==> src/rtl/gcd_pkg.sv <==
// rtl/gcd_pkg.sv - shared state encoding and mux constants for the subtractive GCD block
package gcd_pkg;

  localparam int GCD_W = 16;

  typedef enum logic [2:0] {
    IDLE   = 3'd0,
    LOAD_A = 3'd1,
    LOAD_B = 3'd2,
    CALC   = 3'd3,
    DONE   = 3'd4
  } state_t;

  // Subtractor operand selects
  localparam logic SEL_A = 1'b0;
  localparam logic SEL_B = 1'b1;

  // Datapath bus source selects
  localparam logic BUS_SUB = 1'b0;
  localparam logic BUS_IN  = 1'b1;

endpackage

==> src/rtl/gcd_iter_counter.sv <==
// rtl/gcd_iter_counter.sv - clearable saturating up-counter with terminal-count flag
// Ports:
//   clk, rst : clock, synchronous active-high reset
//   clr      : clear count to 0 (takes priority over inc)
//   inc      : advance count by one unless already at MAX
//   tc       : count has reached MAX
module gcd_iter_counter import gcd_pkg::*; #(
  parameter int W   = 17,
  parameter int MAX = 65536
) (
  input  logic clk,
  input  logic rst,
  input  logic clr,
  input  logic inc,
  output logic tc
);

  localparam logic [W-1:0] MAX_V = W'(MAX);

  logic [W-1:0] count;

  // Saturates at MAX so a stuck loop can never wrap back under the limit
  always_ff @(posedge clk) begin
    if (rst || clr) begin
      count <= '0;
    end else if (inc && (count != MAX_V)) begin
      count <= count + 1'b1;
    end
  end

  assign tc = (count == MAX_V);

endmodule

==> src/rtl/gcd_controller.sv <==
// rtl/gcd_controller.sv - FSM sequencing operand load and subtract loop of the GCD datapath
// Ports:
//   clk, rst         : clock, synchronous active-high reset (forces IDLE)
//   start            : begin a computation, honoured in IDLE only
//   in_valid/in_ready: operand handshake for data_in on the datapath bus
//   gt, eq, lt       : datapath comparison status of A against B
//   LdA, LdB         : load A / B register from the bus
//   sel1, sel2       : subtractor minuend / subtrahend select (0 = A, 1 = B)
//   sel_in           : bus source (0 = subtractor, 1 = data_in)
//   busy             : any state other than IDLE
//   done, err        : one-cycle completion pulse; err marks iteration-limit abort
module gcd_controller import gcd_pkg::*; #(
  parameter int ITER_W   = 17,
  parameter int MAX_ITER = 65536
) (
  input  logic clk,
  input  logic rst,
  input  logic start,
  input  logic in_valid,
  output logic in_ready,
  input  logic gt,
  input  logic eq,
  input  logic lt,
  output logic LdA,
  output logic LdB,
  output logic sel1,
  output logic sel2,
  output logic sel_in,
  output logic busy,
  output logic done,
  output logic err
);

  state_t state;
  logic   err_flag;
  logic   iter_tc;
  logic   cnt_clr;
  logic   cnt_inc;
  logic   eq_eff;
  logic   do_gt;
  logic   do_lt;

  // No status bit asserted is illegal; it is folded into eq so the loop ends cleanly
  assign eq_eff = eq | ~(gt | lt);
  assign do_gt  = ~eq_eff & gt & ~iter_tc;
  assign do_lt  = ~eq_eff & ~gt & lt & ~iter_tc;

  assign cnt_clr = (state == IDLE) && start;
  assign cnt_inc = (state == CALC) && (do_gt || do_lt);

  gcd_iter_counter #(
    .W   (ITER_W),
    .MAX (MAX_ITER)
  ) u_iter_counter (
    .clk (clk),
    .rst (rst),
    .clr (cnt_clr),
    .inc (cnt_inc),
    .tc  (iter_tc)
  );

  always_ff @(posedge clk) begin
    if (rst) begin
      state    <= IDLE;
      err_flag <= 1'b0;
    end else begin
      case (state)
        IDLE: begin
          if (start) begin
            state    <= LOAD_A;
            err_flag <= 1'b0;
          end
        end
        LOAD_A: if (in_valid) state <= LOAD_B;
        LOAD_B: if (in_valid) state <= CALC;
        CALC: begin
          if (eq_eff) begin
            state <= DONE;
          end else if (iter_tc) begin
            err_flag <= 1'b1;
            state    <= DONE;
          end
        end
        DONE:    state <= IDLE;
        default: state <= IDLE;
      endcase
    end
  end

  // Outputs decode combinationally: the datapath loads on the same edge the decision is made
  always_comb begin
    LdA      = 1'b0;
    LdB      = 1'b0;
    sel1     = SEL_A;
    sel2     = SEL_A;
    sel_in   = BUS_SUB;
    in_ready = 1'b0;
    done     = 1'b0;
    err      = 1'b0;
    busy     = (state != IDLE);
    case (state)
      LOAD_A: begin
        in_ready = 1'b1;
        sel_in   = BUS_IN;
        LdA      = in_valid;
      end
      LOAD_B: begin
        in_ready = 1'b1;
        sel_in   = BUS_IN;
        LdB      = in_valid;
      end
      CALC: begin
        if (do_gt) begin
          sel1 = SEL_A;
          sel2 = SEL_B;
          LdA  = 1'b1;
        end else if (do_lt) begin
          sel1 = SEL_B;
          sel2 = SEL_A;
          LdB  = 1'b1;
        end
      end
      DONE: begin
        done = 1'b1;
        err  = err_flag;
      end
      default: ;
    endcase
  end

endmodule

==> config.mk <==
export PLATFORM = sky130hd
export DESIGN_NAME = gcd_controller
export DESIGN_NICKNAME = d
export VERILOG_FILES = /design/src/rtl/gcd_pkg.sv /design/src/rtl/gcd_iter_counter.sv /design/src/rtl/gcd_controller.sv
export SDC_FILE = /design/constraint.sdc
export NUM_CORES = 1
export LEC_CHECK = 0
export ABC_AREA = 1
export CORE_MARGIN = 1
export CORE_UTILIZATION = 30
export DETAILED_ROUTE_END_ITERATION = 8
export RECOVER_POWER = 100
export SLEW_MARGIN = 20
export SYNTH_ARGS = -nofsm -noshare
export SYNTH_HDL_FRONTEND = slang
export SYNTH_HIERARCHICAL = 1
export SYNTH_SLANG_ARGS = --single-unit
==> constraint.sdc <==
create_clock -name clk -period 2.03 [get_ports clk]
set_input_delay 0.406 -clock clk [delete_from_list [all_inputs] [get_ports clk]]
set_output_delay 0.406 -clock clk [all_outputs]
set_load 0.01 [all_outputs]
==> results.md <==
* Number of routed nets with antenna violations at 0
* Clk root buf: clkbuf_8
* Via Count at between 1k and 1.5k
* Synth warn at 6
* Highest clock rate at 0.516 GHz
* Clock buffer depth at 2
* Clk sinks at 21
* Mapped Cells at just under 200
* PnR worst setup slack at 0.0903 ns
* Crit path DAT at roughly 1.5 ns
* Detail Placement HPWL at around 2300 um
* Cell Pwr Density at around 640 mW/mm^2
* Die W at 67 um
* Hold Vio Cnt, Final at 0
* GRT met3 Usage at under 10%
* Skew final at ~0.0022 ns
* Global routing's busiest layer: met2
* Setup crit end kind: primary output
* Critical Path Most Common Cell: inv_2
* Vias in the first global route at between 1k and 1.5k
* Fillers at 431
* VDD IR max at 0.000320 V
* Total of max-cap violations at 0
* Worst reg2reg setup slack at between 0.15 and 0.2 ns
* Critical path's slowest cell: dfxtp_2
* Total power at 1110 uW
* Slew Limit Fails at 0
* Grt ovf at 0
* Drt pass-1 iters at 6
* Register area share after synthesis at between 30 and 40%
* Status: completed
* Number of I/O pins at 16
* Area share of the largest cell type after synthesis at between 30% and 40%
* PortBufs at 15
* Crit Path Category: flop to primary output
* Site Rows at 23
* Post-layout net count at between 200 and 250
* GPL Wtd Cong at 0.813
* Period utilization at 95.6%
* Required time worst endpoint at around 1.6 ns
* ANT cells at 0
* CP peak stage delay at 0.33 ns
* First-pass GRT wire length at ~4900 um
* Pleak at between 0.0007 and 0.0008 uW
* Post-Syn Area at between 0.001 and 0.0015 mm^2
* Initial antenna violation count at 0
* Relative slew slack at 83.9%
* Worst hold slack at 0.499 ns
* # DRC at 0
* Cts hold-fix bufs at 0
* GRT Total Usage at 14.1%
* RSZ-0062 raised after global routing: true
* Initial Util at a little under a third
* Tmin final at 1.94 ns
* Clk_lat worst skew at 0.26 ns
* Final setup vio count at 0
* Area Growth Syn to Fin at 36.0%
* Worst-path fanout max at 3
* Worst slew pin tran at approximately 0.24 ns
* Die Area at 0.00449 mm^2
* Met2 Use GR at 21.4%
* Grt met1 use at about a fifth
* DR WL/cell at 10.1 um
* Yosys top cell by area: dfxtp_1
* DR vias/cell at 4.51
* CTS buffer count at 3
* H-tree depth at 1
* Pin count of the biggest net entering global routing at 12
* CP Launch Type: flop
* Die height at 67 um
* Mapped Nets at 202
* Final Routed Wirelength at approximately 2900 um
* CTS tree: yes
* Clock-pin slew on the worst setup and hold paths at 0.07 ns
* Initial drt markers at 65
* Synth Register Bits at 21
* Place WS at -0.298 ns
* Synth Area per Inst at 6.57 um^2
* Synth cell types at 26
* Hold Crit Class: flop to flop
* Synth area leaders: dfxtp_1, nand2_1, nor2_1
* Worst path cell trace: inv_2 -> ha_4 -> inv_2 -> nor2_2 -> nand2_1 -> nor2_2 -> nand2_4 -> inv_2 -> inv_2 -> nand3_4 -> o22ai_2 -> buf_2
* Share of post-route cells with drive strength above 1 at 32.0%
* Core area at 0.00403 mm^2
==> cell usage in the layout (no fill, tap or decap), drive strengths merged, types with 3 or more instances in the layout <==
master / count
buf: 26
dfxtp: 21
nor3: 6
clkdlybuf4s50: 11
nand4: 5
inv: 29
clkbuf: 4
o21ai: 4
a21oi: 13
nand2: 42
a31oi: 3
nor2: 39
nand3: 17
==> final cells by class <==
cell class / instances / area, um^2 / area share [%]
tap: 50 / 62.6 / 3.63
sequential: 21 / 424 / 24.6
timing repair buffer: 37 / 299 / 17.3
inverter: 30 / 120 / 6.97
clock buffer: 4 / 45.0 / 2.61
multi-input combinational: 139 / 773 / 44.8
==> worst paths after layout <==
path | depth (start not counted) | to | start
max | 12 | LdA | u_iter_counter/count[0]
min | 2 | err_flag | err_flag
max reg2reg | 19 | u_iter_counter/count[9] | u_iter_counter/count[0]
min reg2reg | 2 | err_flag | err_flag
==> worst max-delay path: cells and delay by family (launching register included) <==
family / cells / cell delay (ns)
AOI/OAI and AO/OA: 1 / 0.07
adders and majority gates: 1 / 0.12
buffers and inverters: 5 / 0.36
DFF: 1 / 0.33
and+or+nand+nor: 5 / 0.39
==> per-stage QoR <==
| stage | std cells | cell area, um^2 | TNS [ns] | utilization (%) |
|---|---|---|---|---|
| final | 281 | 1720 | 0 | 42.8 |
| after CTS | 280 | 1650 | 0 | 41.0 |
| after global routing | 281 | 1720 | -0.0137 | 42.8 |
| after detailed placement | 276 | 1620 | -3.52 | 40.1 |
| after global placement | 276 | 1620 | -3.07 | 40.1 |
| after floorplan | 193 | 1270 | 0 | - |
==> layer usage <==
metal  vias up  share of wire [%]
met1       560                 53
met2        14                 44
li1        692                  -
met4         0               0.77
met5         -                  0
met3         2                2.0
==> cells by family (layout without fill, tap and decap cells) <==
kind of cell             count (synthesis)  count (layout)  synth area share [%]
AO/OA/AOI/OAI                           24              24                  10.4
XOR/XNOR                                 2               2                  1.38
adder cells (fa/ha/maj)                  2               2                  1.97
buffers and inverters                   33              71                  10.8
flip-flops                              21              21                  33.2
AND/OR/NAND/NOR                        111             111                  42.4
==> power by group <==
| group | total [uW] | internal, uW | switching [uW] |
|---|---|---|---|
| Sequential | 456 | 430 | 25.3 |
| Combinational | 376 | 171 | 204 |
| Clock | 277 | 140 | 137 |
| Total | 1110 | 742 | 367 |
==> repair_timing <==
| action | in CTS | in global routing |
|---|---|---|
| pin swaps | 3 | 10 |
| endpoints found under the setup margin | 14 | 18 |
| resized for setup | 24 | 19 |
| gates cloned | 0 | 0 |
| setup buffers | 0 | 1 |
==> sequential cells by signal, indices dropped and copies added (netlist names) <==
signal / flops
state: 3
u_iter_counter/count: 17
err_flag: 1
==> synthesized netlist by cell type <==
| cell type | n |
|---|---|
| nand2_2 | 6 |
| buf_4 | 3 |
| xnor2_1 | 1 |
| inv_2 | 5 |
| o22ai_1 | 2 |
| o21ai_0 | 3 |
| nor2_4 | 2 |
| nor2_1 | 32 |
| dfxtp_1 | 21 |
| nor3_1 | 6 |
| o21ai_1 | 1 |
| inv_1 | 24 |
| nand2_4 | 2 |
| nor2_2 | 5 |
| nand2_1 | 34 |
| nor3b_1 | 1 |
| nand3_1 | 14 |
| xor2_1 | 1 |
| a31oi_1 | 3 |
| nand3_2 | 3 |
| o21a_1 | 2 |
| ha_1 | 2 |
| clkinv_2 | 1 |
| and2_1 | 1 |
| nand4_1 | 5 |
| a21oi_1 | 13 |
(Power assumes the default switching activity.)
